==> src/rtl/handshake_pulse_tx_pkg.sv <==
`default_nettype none
// handshake_pulse_tx_pkg: shared types and limits for the pulse-transfer source.
// Rev 1.0
package handshake_pulse_tx_pkg;

    typedef enum logic [1:0] {
        IDLE    = 2'd0,
        REQ     = 2'd1,
        RELEASE = 2'd2
    } hs_state_e;

    localparam int C_SYNC_STAGES_MIN = 2;
    localparam int C_SYNC_STAGES_MAX = 4;

endpackage
`default_nettype wire

==> src/rtl/handshake_pulse_tx_ack_synchronizer.sv <==
`default_nettype none
// ack_synchronizer: multi-flop synchroniser for a level crossing into clock.
// Rev 1.0
module ack_synchronizer
    import handshake_pulse_tx_pkg::*;
#(
    parameter int STAGES = 2
) (
    input  logic clock,
    input  logic reset,
    input  logic async_i,
    output logic sync_o
);

    // Out-of-range depths are clamped rather than producing a broken chain.
    localparam int C_DEPTH = (STAGES < C_SYNC_STAGES_MIN) ? C_SYNC_STAGES_MIN :
                             (STAGES > C_SYNC_STAGES_MAX) ? C_SYNC_STAGES_MAX : STAGES;

    logic [C_DEPTH-1:0] sync_q;

    always_ff @(posedge clock or posedge reset) begin
        if (reset) begin
            sync_q <= '0;
        end else begin
            sync_q <= {sync_q[C_DEPTH-2:0], async_i};
        end
    end

    assign sync_o = sync_q[C_DEPTH-1];

endmodule
`default_nettype wire

==> src/rtl/handshake_pulse_tx.sv <==
`default_nettype none
// handshake_pulse_tx: queues event pulses and sends them one at a time over a 4-phase req/ack link.
// Rev 1.0
module handshake_pulse_tx
    import handshake_pulse_tx_pkg::*;
#(
    parameter int PENDING_WIDTH = 4,
    parameter int SYNC_STAGES   = 2
) (
    input  logic                     clock,
    input  logic                     reset,
    input  logic                     pulseIn,
    input  logic                     ackIn,
    output logic                     reqOut,
    output logic                     busyOut,
    output logic                     doneOut,
    output logic [PENDING_WIDTH-1:0] pendingOut,
    output logic                     overflowOut
);

    localparam logic [PENDING_WIDTH-1:0] C_COUNT_MAX = '1;
    localparam logic [PENDING_WIDTH-1:0] C_COUNT_ONE = PENDING_WIDTH'(1);

    hs_state_e                state_q, state_d;
    logic [PENDING_WIDTH-1:0] count_q, count_d;
    logic                     req_q, req_d;
    logic                     busy_q, busy_d;
    logic                     done_q, done_d;
    logic                     ovf_q, ovf_d;

    logic w_ack_sync;
    logic w_launch;

    ack_synchronizer #(
        .STAGES (SYNC_STAGES)
    ) u_ack_sync (
        .clock   (clock),
        .reset   (reset),
        .async_i (ackIn),
        .sync_o  (w_ack_sync)
    );

    assign w_launch = (state_q == IDLE) && (count_q != '0);

    always_comb begin
        count_d = count_q;
        ovf_d   = 1'b0;
        // A pulse coinciding with a launch leaves the count unchanged, so it can never overflow.
        if (pulseIn && !w_launch) begin
            if (count_q == C_COUNT_MAX) begin
                ovf_d = 1'b1;
            end else begin
                count_d = count_q + C_COUNT_ONE;
            end
        end else if (!pulseIn && w_launch) begin
            count_d = count_q - C_COUNT_ONE;
        end

        state_d = state_q;
        req_d   = req_q;
        done_d  = 1'b0;
        case (state_q)
            IDLE: begin
                if (w_launch) begin
                    state_d = REQ;
                    req_d   = 1'b1;
                end
            end
            REQ: begin
                if (w_ack_sync) begin
                    state_d = RELEASE;
                    req_d   = 1'b0;
                end
            end
            RELEASE: begin
                if (!w_ack_sync) begin
                    state_d = IDLE;
                    done_d  = 1'b1;
                end
            end
            default: begin
                state_d = IDLE;
                req_d   = 1'b0;
            end
        endcase

        busy_d = (state_d != IDLE) || (count_d != '0);
    end

    always_ff @(posedge clock or posedge reset) begin
        if (reset) begin
            state_q <= IDLE;
            count_q <= '0;
            req_q   <= 1'b0;
            busy_q  <= 1'b0;
            done_q  <= 1'b0;
            ovf_q   <= 1'b0;
        end else begin
            state_q <= state_d;
            count_q <= count_d;
            req_q   <= req_d;
            busy_q  <= busy_d;
            done_q  <= done_d;
            ovf_q   <= ovf_d;
        end
    end

    assign reqOut      = req_q;
    assign busyOut     = busy_q;
    assign doneOut     = done_q;
    assign pendingOut  = count_q;
    assign overflowOut = ovf_q;

endmodule
`default_nettype wire

==> config.mk <==
export PLATFORM = sky130hd
export DESIGN_NAME = handshake_pulse_tx
export DESIGN_NICKNAME = d
export VERILOG_FILES = /design/src/rtl/handshake_pulse_tx_pkg.sv /design/src/rtl/handshake_pulse_tx_ack_synchronizer.sv /design/src/rtl/handshake_pulse_tx.sv
export SDC_FILE = /design/constraint.sdc
export NUM_CORES = 1
export LEC_CHECK = 0
export ABC_AREA = 1
export ABC_CLOCK_PERIOD_IN_PS = 1600
export BUFFER_PORTS_ARGS = -buffer_cell sky130_fd_sc_hd__clkbuf_2
export CAP_MARGIN = 40
export CELL_PAD_IN_SITES_DETAIL_PLACEMENT = 1
export CELL_PAD_IN_SITES_GLOBAL_PLACEMENT = 2
export CORE_ASPECT_RATIO = 0.9
export CORE_UTILIZATION = 28
export DETAILED_ROUTE_END_ITERATION = 16
export PLACE_DENSITY_LB_ADDON = 0.1
export SYNTH_ARGS = -nofsm -noshare
export SYNTH_HDL_FRONTEND = slang
export SYNTH_HIERARCHICAL = 1
export SYNTH_SLANG_ARGS = --single-unit
==> constraint.sdc <==
create_clock -name clock -period 1.6 [get_ports clock]
set_clock_uncertainty 0.2 [all_clocks]
set_input_delay 0.16 -clock clock [delete_from_list [all_inputs] [get_ports clock]]
set_output_delay 0.16 -clock clock [all_outputs]
set_load 0.1 [all_outputs]
Word level (Yosys, flattened, before mapping). Cells that the tools add are included.

Output and inout port bits: 8. Register bits: 12. Word-level logic and storage cells: 40. Bits of input ports: 4.

Reduce and logical (&&, ||, !) cells: 11. Bitwise logic cells: 1. Equality and inequality tests: 5. Mux-type cells: 14. Add/sub/neg operators: 2.

Operator list (number): two-way mux 4 bit (3); nonzero test 4 bit (2); two-way mux 1 bit (6); two-way mux 2 bit (3); case mux 2 bit (3 select lines) (1); adder 4 x 1 -> 4 bit (second input constant) (1); equality test 4 bit (second input constant) (1); subtractor 4 x 1 -> 4 bit (second input constant) (1); logical AND 1 bit (3); case mux 1 bit (3 select lines) (1); AND reduction 3 bit (1); equality test 2 x 1 -> 1 bit (second input constant) (1); equality test 2 bit (second input constant) (1); logical NOT 1 bit (2); logical NOT 2 bit (1); inequality test 2 x 1 -> 1 bit (second input constant) (1); inequality test 2 bit (second input constant) (1); nonzero test 2 bit (1); logical OR 1 bit (1); inverter 1 bit (1).

Depth between registers and ports, before layout. Gate-level depths: netlist of run 1.

Word-level depth: 7. Depth in mapped cells: 11. Depth with buffers taken out: 11.

Modules after synthesis. Netlist of run 1, hierarchy kept.

Modules (own cells, without submodules): handshake_pulse_tx (seq. area each 250.2 µm², cells an instance 71, times used 1, area an instance 591.8 µm²); ack_synchronizer (seq. area each 50.0 µm², cells an instance 3, times used 1, area an instance 53.8 µm²).

Worst setup path after synthesis of run 1. Ideal clock, no wire load.

Path kind: reg-to-reg. Start: register count_q[0] (netlist: pendingOut[0]). End: register busy_q (netlist: busyOut). Cell stages (with the launch flop): 11. Setup slack: -0.706 ns. Data required time: 1.281 ns. Data arrival time: 1.987 ns. Library setup time: 0.119 ns. Clock period less this slack: 2.306 ns. Path buffers: 0. Cell sequence: dfrtp_1 > inv_1 > ha_1 > nand2_4 > nand2_4 > nand3_2 > nand2_1 > nand2_1 > nand3_1 > nor2_1 > nand2_1.

Longest elaborated chain between the ends: 7. Elaborated cells between the ends (all ways): 16. Classes of those cells: add/sub (2); eq/ne (1); mux (5); reduce/logical (8).

Ends and longest elaborated chain: start, declared (line handshake_pulse_tx.sv:25) `logic [PENDING_WIDTH-1:0] count_q, count_d;`; start signal, assigned (line handshake_pulse_tx.sv:100) `count_q <= count_d;`; branches (longest 6 deep; another with subtractor 4 x 1 -> 4 bit); logical OR 1 bit * (line handshake_pulse_tx.sv:87) `busy_d = (state_d != IDLE) || (count_d != '0);`; net busy_d (line handshake_pulse_tx.sv:27) `logic busy_q, busy_d;`; end signal, assigned (line handshake_pulse_tx.sv:102) `busy_q <= busy_d;`; end, declared (line handshake_pulse_tx.sv:27).

Mark *: on every way through the listed nets, which the timed path passes. A chain may end at the register's enable or synchronous reset.

Worst setup path in the final report of run 1.
Start: register count_q[1] (netlist: pendingOut[1]). End: register busy_q (netlist: busyOut).

Longest elaborated chain between the ends: 7. Elaborated cells between the ends (all ways): 16. Classes of those cells: add/sub (2); eq/ne (1); mux (5); reduce/logical (8).

Ends and longest elaborated chain: branches (longest 4 deep; another with subtractor 4 x 1 -> 4 bit); two-way mux 4 bit * (line handshake_pulse_tx.sv:49) `if (pulseIn && !w_launch) begin`; net count_d[2] (line handshake_pulse_tx.sv:25); nonzero test 4 bit * (line handshake_pulse_tx.sv:87); logical OR 1 bit * (line handshake_pulse_tx.sv:87); net busy_d (line handshake_pulse_tx.sv:27).

Marked as above.

==> results by group, run 1 <==
Clock network
  • H-tree levels: 1
  • CTS tree: done
  • CTS buffer count: 3
  • Clk sinks: 12
  • Clk pin slew, worst setup/hold paths: approximately 0.07 ns
  • Worst-Skew Late Latency: roughly 0.27 ns
  • CTS root buffer: clkbuf_4
  • Max clock buf depth: 2

Route
  • Via count: 561
  • Remaining DRCs: 0
  • DR WL/cell: 11.5 um
  • Drt first-iter violations: 6
  • Routed Antenna Nets: 0
  • Drt pass-1 iters: 4
  • Via density: 4.42
  • Total Routed Length: approximately 1500 um

Setup path
  • Crit path required time: 1.56 ns
  • CP Capture Type: register
  • Worst r2r path cells: 9
  • Data arrival, critical path: around 1.6 ns
  • R2R Path End: busyOut
  • Critical R2R Launch: pendingOut[1]
  • Worst-path fanout max: 7
  • Startpoint Class: register
  • Setup slack, reg-to-reg: -0.06 ns
  • Crit Path Category: register to register

Final layout
  • Register area: 310 um2
  • Proportion of layout cells with a drive suffix above 1: a little over half
  • Filler cells: 261
  • Non-filler instance count after layout: 127
  • Final net count: ~110
  • Area of the multi-input gates: 375 um2
  • Area Overhead vs Synth: 48.3%
  • Antenna Cells: 0

Logic synthesis
  • Post-Synthesis Cells: 74
  • Post-Syn Nets: 80
  • Netlist cell types: 19
  • Top-area cell type share of the netlist area: 46.5%
  • Yosys top cell by area: dfrtp_1
  • Yosys warns: 6
  • Synthesized cell area: 646 um2
  • #FFs+latches synth: 12
  • Sequential area share after synthesis: 46.5%
  • Mean post-synth cell area: around 8.7 um2
  • Top post-synthesis cells by area: dfrtp_1 (47%), nand2_1 (10%), nand3_1 (5.4%)

Hold path
  • Hold path endpoint: overflowOut
  • Hold Path Cell Cnt: 3
  • HP Class: input port to register
  • Hold Startpoint: pulseIn

Run
  • Max Cap Viol: 0

Timing
  • Slew HR: 63.7%
  • WHS: 0.0518 ns
  • Fmax: about 0.60 GHz
  • Post-layout min period: roughly 1.7 ns
  • Actual slew at the worst max-slew pin: 0.547 ns
  • Worst Slack Setup Final: -0.0594 ns
  • Final hold violation count: 0
  • Fin crit share: 104%
  • RSZ-0062 raised after global routing: true
  • Final setup fails: 1
  • Max Slew Vio Count: 0

GRT
  • Gr usage total: 13.7%
  • Vias in the first global route: between 500 and 600
  • Initial antenna violation count: 0
  • Largest net degree at the start of global routing: 11
  • GRT Residual Overflow: 0
  • First-pass GRT wire length: 2340 um

Floorplan
  • Die Height: around 48 um
  • Rows: 16
  • Die footprint: 0.00250 mm2
  • Starting density of the core: roughly 30%
  • DIE WIDTH: 52.6 um
  • Core area: 0.00218 mm2
  • Ports: 12

Place
  • Placed wire-length estimate: between 1000 and 1500 um
  • Port buffer count: 11
  • Placed insts: 119
  • RePlAce Congestion: 0.755

Outcome
  • Failing checks: setup timing
  • Outcome: complete, but fails checks
## metal layers
metal	routed length [um]	up-vias	track usage [%]
met2	653	10	20.0
met4	0	0	1.58
met5	0	-	0
met1	739	263	18.9
met3	66	0	6.67
li1	-	288	-
## worst max path at each step
stage | startpoint | to | depth (start not counted)
CTS | pendingOut[0] | busyOut | 9
detailed placement | pendingOut[0] | busyOut | 9
global route | pendingOut[1] | busyOut | 9
global placement | pendingOut[0] | busyOut | 9
floorplan | pendingOut[0] | busyOut | 7
finish | pendingOut[1] | busyOut | 9
## cell usage after synthesis
cell       n
nor2_1     7
nand2_2    1
a21boi_2   1
o21bai_1   1
o21ai_0    1
nor2_4     1
ha_1       2
inv_1      8
nand2_4    2
or2_1      2
xor2_1     1
nand4_1    2
nor2_2     2
dfrtp_1   12
nand2_1   18
inv_2      1
nand3_1    7
nand3_2    3
o21ai_2    2
## final cells by class
class	instances	share of cell area (%)
Timing Repair Buffer	22	17.3
Sequential cell	12	32.4
Multi-Input combinational cell	53	39.2
Inverter	9	3.79
Tap cell	27	3.53
Clock buffer	4	3.79
## stage by stage
step	setup WS (ns)	setup TNS [ns]	utilization, %	area, um2
3_3_place_gp	-0.0749	-0.0749	37.7	822
3_5_place_dp	-0.0982	-0.0982	37.7	822
5_1_grt	-0.159	-0.182	43.9	957
4_1_cts	-0.0512	-0.0512	42.2	921
2_1_floorplan	-0.138	-0.183	-	671
6_report	-0.0594	-0.0594	43.9	957
## worst max-delay path, stage by stage, from the launching register on
cell and delay [ns]:
dfrtp_4 0.51, inv_2 0.08, ha_4 0.14, nand2_4 0.07
nand2_8 0.10, nand3_4 0.07, nor2_2 0.12, o21ai_2 0.07
nor2_2 0.13, nand2_1 0.06
## sequential cells by signal (all words and copies together), names as in the netlist
signal / flops
busyOut: 1
doneOut: 1
overflowOut: 1
pendingOut: 4
reqOut: 1
state_q: 2
u_ack_sync/sync_q: 2
## cell usage in the layout, fill, tap and decap left out, drive strengths merged
cell type	Yosys	layout
inv	9	9
dfrtp	12	12
or2	2	2
nand2	21	21
nor2	10	10
o21bai	1	1
nand3	10	10
nand4	2	2
buf	0	13
dlygate4sd3	0	2
ha	2	2
a21boi	1	1
clkbuf	0	11
xor2	1	1
o21ai	3	3
## repair_timing
item | in CTS | in global routing
pin swaps | 3 | 5
setup endpoints to repair | 1 | 3
gates resized for setup | 5 | 9
hold endpoints to repair | 13 | 0
cloned | 0 | 0
setup buffers | 2 | 0
hold buffers | 2 | 0
## kinds of logic (layout without fill, tap and decap cells)
| group | after synthesis | in the layout | synth area share [%] |
|---|---|---|---|
| flops | 12 | 12 | 46.5 |
| fa+ha+maj | 2 | 2 | 3.88 |
| compound gates | 5 | 5 | 6.40 |
| xor+xnor | 1 | 1 | 1.36 |
| simple gates | 45 | 45 | 36.6 |
| buf+inv | 9 | 35 | 5.23 |
Power of run 1 is not shown: default switching activity piles up to over one toggle a cycle in this logic, so the estimate is an artifact.
==> inputs of run 2 (changes only) <==
- SETUP_SLACK_MARGIN: not set -> 0.4
==> results by group, run 2 (synthesis gave the netlist of run 1 again) <==
Setup path
  • Worst-path fanout max: 7
  • CP Capture Type: register
  • Setup slack, reg-to-reg: -0.07 ns
  • Data arrival, critical path: 1.63 ns
  • Crit Path Category: register to register
  • Startpoint Class: register
  • Critical R2R Launch: pendingOut[0]
  • Worst r2r path cells: 9
  • R2R Path End: busyOut
  • Crit path required time: around 1.6 ns

Clock network
  • CTS root buffer: clkbuf_4
  • Max clock buf depth: 2
  • CTS tree: done
  • Clk sinks: 12
  • Clk pin slew, worst setup/hold paths: 0.08 ns
  • Worst-Skew Late Latency: 0.27 ns
  • H-tree levels: 1
  • CTS buffer count: 3

GRT
  • Initial antenna violation count: 0
  • Largest net degree at the start of global routing: 11
  • Gr usage total: roughly 15%
  • GRT Residual Overflow: 0
  • First-pass GRT wire length: 2620 um
  • Vias in the first global route: 577

Timing
  • Setup TNS: -0.0799 ns
  • Actual slew at the worst max-slew pin: 0.406 ns
  • Post-layout min period: 1.67 ns
  • WHS: 0.0429 ns
  • Slew HR: about 73%
  • Final hold violation count: 0
  • Final setup fails: 2
  • RSZ-0062 raised after global routing: true
  • Worst Slack Setup Final: -0.0691 ns
  • Fin crit share: 104%
  • Max Slew Vio Count: 0
  • Fmax: 0.599 GHz

Floorplan
  • Ports: 12
  • Core area: around 0.0022 mm2
  • Rows: 16
  • DIE WIDTH: 52.6 um
  • Die Height: 47.6 um
  • Starting density of the core: around 30%
  • Die footprint: between 0.002 and 0.003 mm2

Route
  • Routed met3 length: 85 um
  • Drt first-iter violations: 6
  • Via count: ~590
  • Total Routed Length: 1730 um
  • DR WL/cell: 13.2 um
  • Metal2 WL: approximately 860 um
  • Routed Antenna Nets: 0
  • Drt pass-1 iters: 3
  • Via density: 4.49
  • Highest metal used: met3
  • Remaining DRCs: 0
  • Met1 WL: 784 um

Hold path
  • HP Class: input port to register
  • Hold Path Cell Cnt: 3
  • Hold Startpoint: pulseIn
  • Hold path endpoint: overflowOut

Place
  • Placed wire-length estimate: 1220 um
  • Port buffer count: 11
  • Pre-CTS WS: -0.0996 ns
  • RePlAce Congestion: approximately 0.72

Final layout
  • Antenna Cells: 0
  • Register area: ~310 um2
  • Area of the multi-input gates: 370 um2
  • Number of flip-flops in the largest register: 4
  • Proportion of layout cells with a drive suffix above 1: 55.8%
  • Most frequent cells in the layout: nand2_1 (17), buf_4 (13), nor2_2 (6), inv_1 (6)
  • Area Overhead vs Synth: 68.8%
  • Final net count: between 100 and 150
  • Filler cells: 245
  • Commonest non-fill, non-tap cell in the layout: nand2_1

Outcome
  • Failing checks: setup timing
  • Outcome: complete, but fails checks

Run
  • Max Cap Viol: 0
run 2: worst max-delay path by stage:
stage	slack [ns]	endpoint	depth (start not counted)	from
after floorplan	-0.14	busyOut	7	pendingOut[0]
after global placement	-0.08	busyOut	11	pendingOut[0]
after detailed placement	-0.1	busyOut	11	pendingOut[0]
after CTS	-0.06	busyOut	11	pendingOut[1]
after global routing	-0.16	busyOut	9	pendingOut[0]
final	-0.07	busyOut	9	pendingOut[0]
run 2: final cells by class:
cell class | count | area share (%)
timing repair buffer | 26 | 27.4
multi-input combinational | 53 | 34.0
tap | 27 | 3.10
clock buffer | 4 | 3.33
sequential | 12 | 28.8
inverter | 9 | 3.33
run 2: per-layer routing:
metal	vias up	track usage (%)
met1	277	18.5
met3	0	7.94
li1	299	-
met5	-	0
met2	12	25.6
met4	0	1.58
run 2: worst max-delay path, cell delays in order, from the launching register on:
cell and delay (ns):
dfrtp_4 0.51, inv_4 0.08, ha_4 0.14, nand2_4 0.08
nand2_8 0.10, nand3_1 0.12, nor2_2 0.13, o21ai_2 0.08
nor2_2 0.07, nand2_1 0.05
run 2: stage by stage:
stage          utilization [%]  instance area (um2)  cells
3_5_place_dp              37.5                  818    118
5_1_grt                   49.9                 1090    131
6_report                  49.9                 1090    131
2_1_floorplan                -                  674     74
3_3_place_gp              37.5                  818    118
4_1_cts                   47.2                 1030    126
run 2: what timing repair did:
item / CTS / global route
setup buffers: 2 / 5
gates resized for setup: 25 / 6
hold buffers: 2 / 0
setup endpoints to repair: 16 / 17
endpoints found under the hold margin: 13 / 0
pin swaps: 7 / 1
Power of run 2 is left out for the same reason.
==> inputs of run 3 (changes only) <==
- GPL_TIMING_DRIVEN: not set -> 0
==> results by group, run 3 (synthesis gave the netlist of run 1 again) <==
Setup path
  • Critical path, cell by cell: inv_4 > ha_4 > nand2_4 > buf_4 > nand3_4 > nand2_2 > nand2_2 > nand3_1 > nor2_1 > nand2_1
  • Startpoint Class: register
  • Crit-path slowest cell: dfrtp_4
  • Slowest Stage Delay on Critical Path: 0.52 ns
  • Crit path buffers/inverters: 2
  • Setup slack, reg-to-reg: -0.17 ns
  • CP most frequent cell: nand2_2
  • Top delay family on crit path: simple AND/OR/NAND/NOR gates
  • CP Capture Type: register
  • Crit Path Category: register to register
  • Worst-path fanout max: 5
  • Data arrival, critical path: 1.74 ns
  • Crit path required time: 1.57 ns

Clock network
  • Worst-Skew Late Latency: ~0.28 ns
  • Max clock buf depth: 2
  • Clk sinks: 12
  • CTS buffer count: 3
  • H-tree levels: 1
  • CTS tree: done
  • CTS root buffer: clkbuf_4
  • Clk pin slew, worst setup/hold paths: 0.08 ns

Route
  • Total Routed Length: 1980 um
  • Drt first-iter violations: 3
  • Via count: 627
  • Remaining DRCs: 0
  • Routed Antenna Nets: 0
  • Via density: approximately 4.6
  • Drt pass-1 iters: 3
  • DR WL/cell: 14.5 um

Timing
  • Final hold violation count: 0
  • RSZ-0062 raised after global routing: true
  • Fin crit share: 111%
  • Worst Slack Setup Final: -0.171 ns
  • Final setup fails: 3
  • Max Slew Vio Count: 0
  • Actual slew at the worst max-slew pin: 0.416 ns
  • Post-layout min period: 1.77 ns
  • Fmax: 0.565 GHz
  • Slew HR: approximately 72%

Run
  • Max Cap Viol: 0

GRT
  • GRT Residual Overflow: 0
  • Gr usage total: 15.8%
  • First-pass GRT wire length: approximately 2700 um
  • Largest net degree at the start of global routing: 11
  • Initial antenna violation count: 0
  • Vias in the first global route: 565

Final layout
  • Antenna Cells: 0
  • Number of flip-flops in the largest register: 4
  • Filler cells: around 240
  • Non-filler instance count after layout: 137
  • Commonest non-fill, non-tap cell in the layout: buf_4
  • Area Overhead vs Synth: 86.8%
  • Most frequent cells in the layout: buf_4 (16), nand2_1 (13), nand2_2 (6), inv_1 (6)
  • Final net count: 117
  • Proportion of layout cells with a drive suffix above 1: 62.7%
  • Final instance area: between 0.001 and 0.0015 mm2

Place
  • Port buffer count: 11
  • Dpl cell area: 763 um2
  • RePlAce Congestion: roughly 0.71
  • Placed wire-length estimate: around 1100 um
  • Placed insts: 112

Floorplan
  • Die Height: around 48 um
  • Starting density of the core: 29.6%
  • Rows: 16
  • Core area: 0.00218 mm2
  • Ports: 12
  • Die footprint: 0.00250 mm2
  • DIE WIDTH: 52.6 um

Hold path
  • HP Class: input port to register

Outcome
  • Outcome: complete, but fails checks
  • Failing checks: setup timing
-- run 3: changes by cell type in the layout (fill, tap and decap cells not counted), sizes merged --
cell,previous run,this run
buf,17,23
-- run 3: cell type report --
| class | count | area (um2) | area share [%] |
|---|---|---|---|
| well taps | 27 | 33.8 | 2.80 |
| inverters | 9 | 38.8 | 3.22 |
| clock buffers | 4 | 26.3 | 2.18 |
| multi-input cells | 53 | 415 | 34.4 |
| repair buffers | 32 | 378 | 31.3 |
| flip-flops and latches | 12 | 314 | 26.0 |
-- run 3: worst paths after layout --
| path | depth (start not counted) | to | start |
|---|---|---|---|
| worst max register to register | 10 | busyOut | pendingOut[1] |
| worst min register to register | 0 | u_ack_sync/sync_q[1] | u_ack_sync/sync_q[0] |
| worst max-delay path | 10 | busyOut | pendingOut[1] |
| max in group asynchronous | 3 | pendingOut[0] | reset |
| min in group asynchronous | 3 | u_ack_sync/sync_q[0] | reset |
| worst min-delay path | 3 | overflowOut | pulseIn |
-- run 3: tightest hold or removal path, stage by stage --
cell      delay, ns
clkbuf_2       0.19
nand2_2        0.14
nor2_2         0.03
-- run 3: stage by stage --
stage | util (%) | setup WS [ns] | hold WS [ns] | setup TNS, ns
3_5_place_dp | 35.0 | -0.127 | -0.187 | -0.127
5_1_grt | 55.3 | -0.278 | 0.0857 | -0.472
3_3_place_gp | 35.0 | -0.127 | -0.197 | -0.127
6_report | 55.3 | -0.171 | 0.0758 | -0.206
4_1_cts | 46.4 | -0.0850 | 0.0486 | -0.0873
2_1_floorplan | - | -0.138 | -0.299 | -0.183
-- run 3: layer usage --
layer  GRT usage [%]  vias up  wire length (um)
li1                -      306                 -
met1            21.2      308               896
met2            24.1       10              1010
met3            5.71        3                50
met4            4.74        0                24
met5               0        -                 0
-- run 3: repair_timing --
| action | CTS | global route |
|---|---|---|
| hold buffers | 2 | 0 |
| pin swaps | 5 | 10 |
| hold endpoints to repair | 13 | 0 |
| endpoints found under the setup margin | 16 | 17 |
| gates resized for setup | 26 | 26 |
| buffers inserted | 6 | 13 |
Power of run 3 is left out for the same reason.
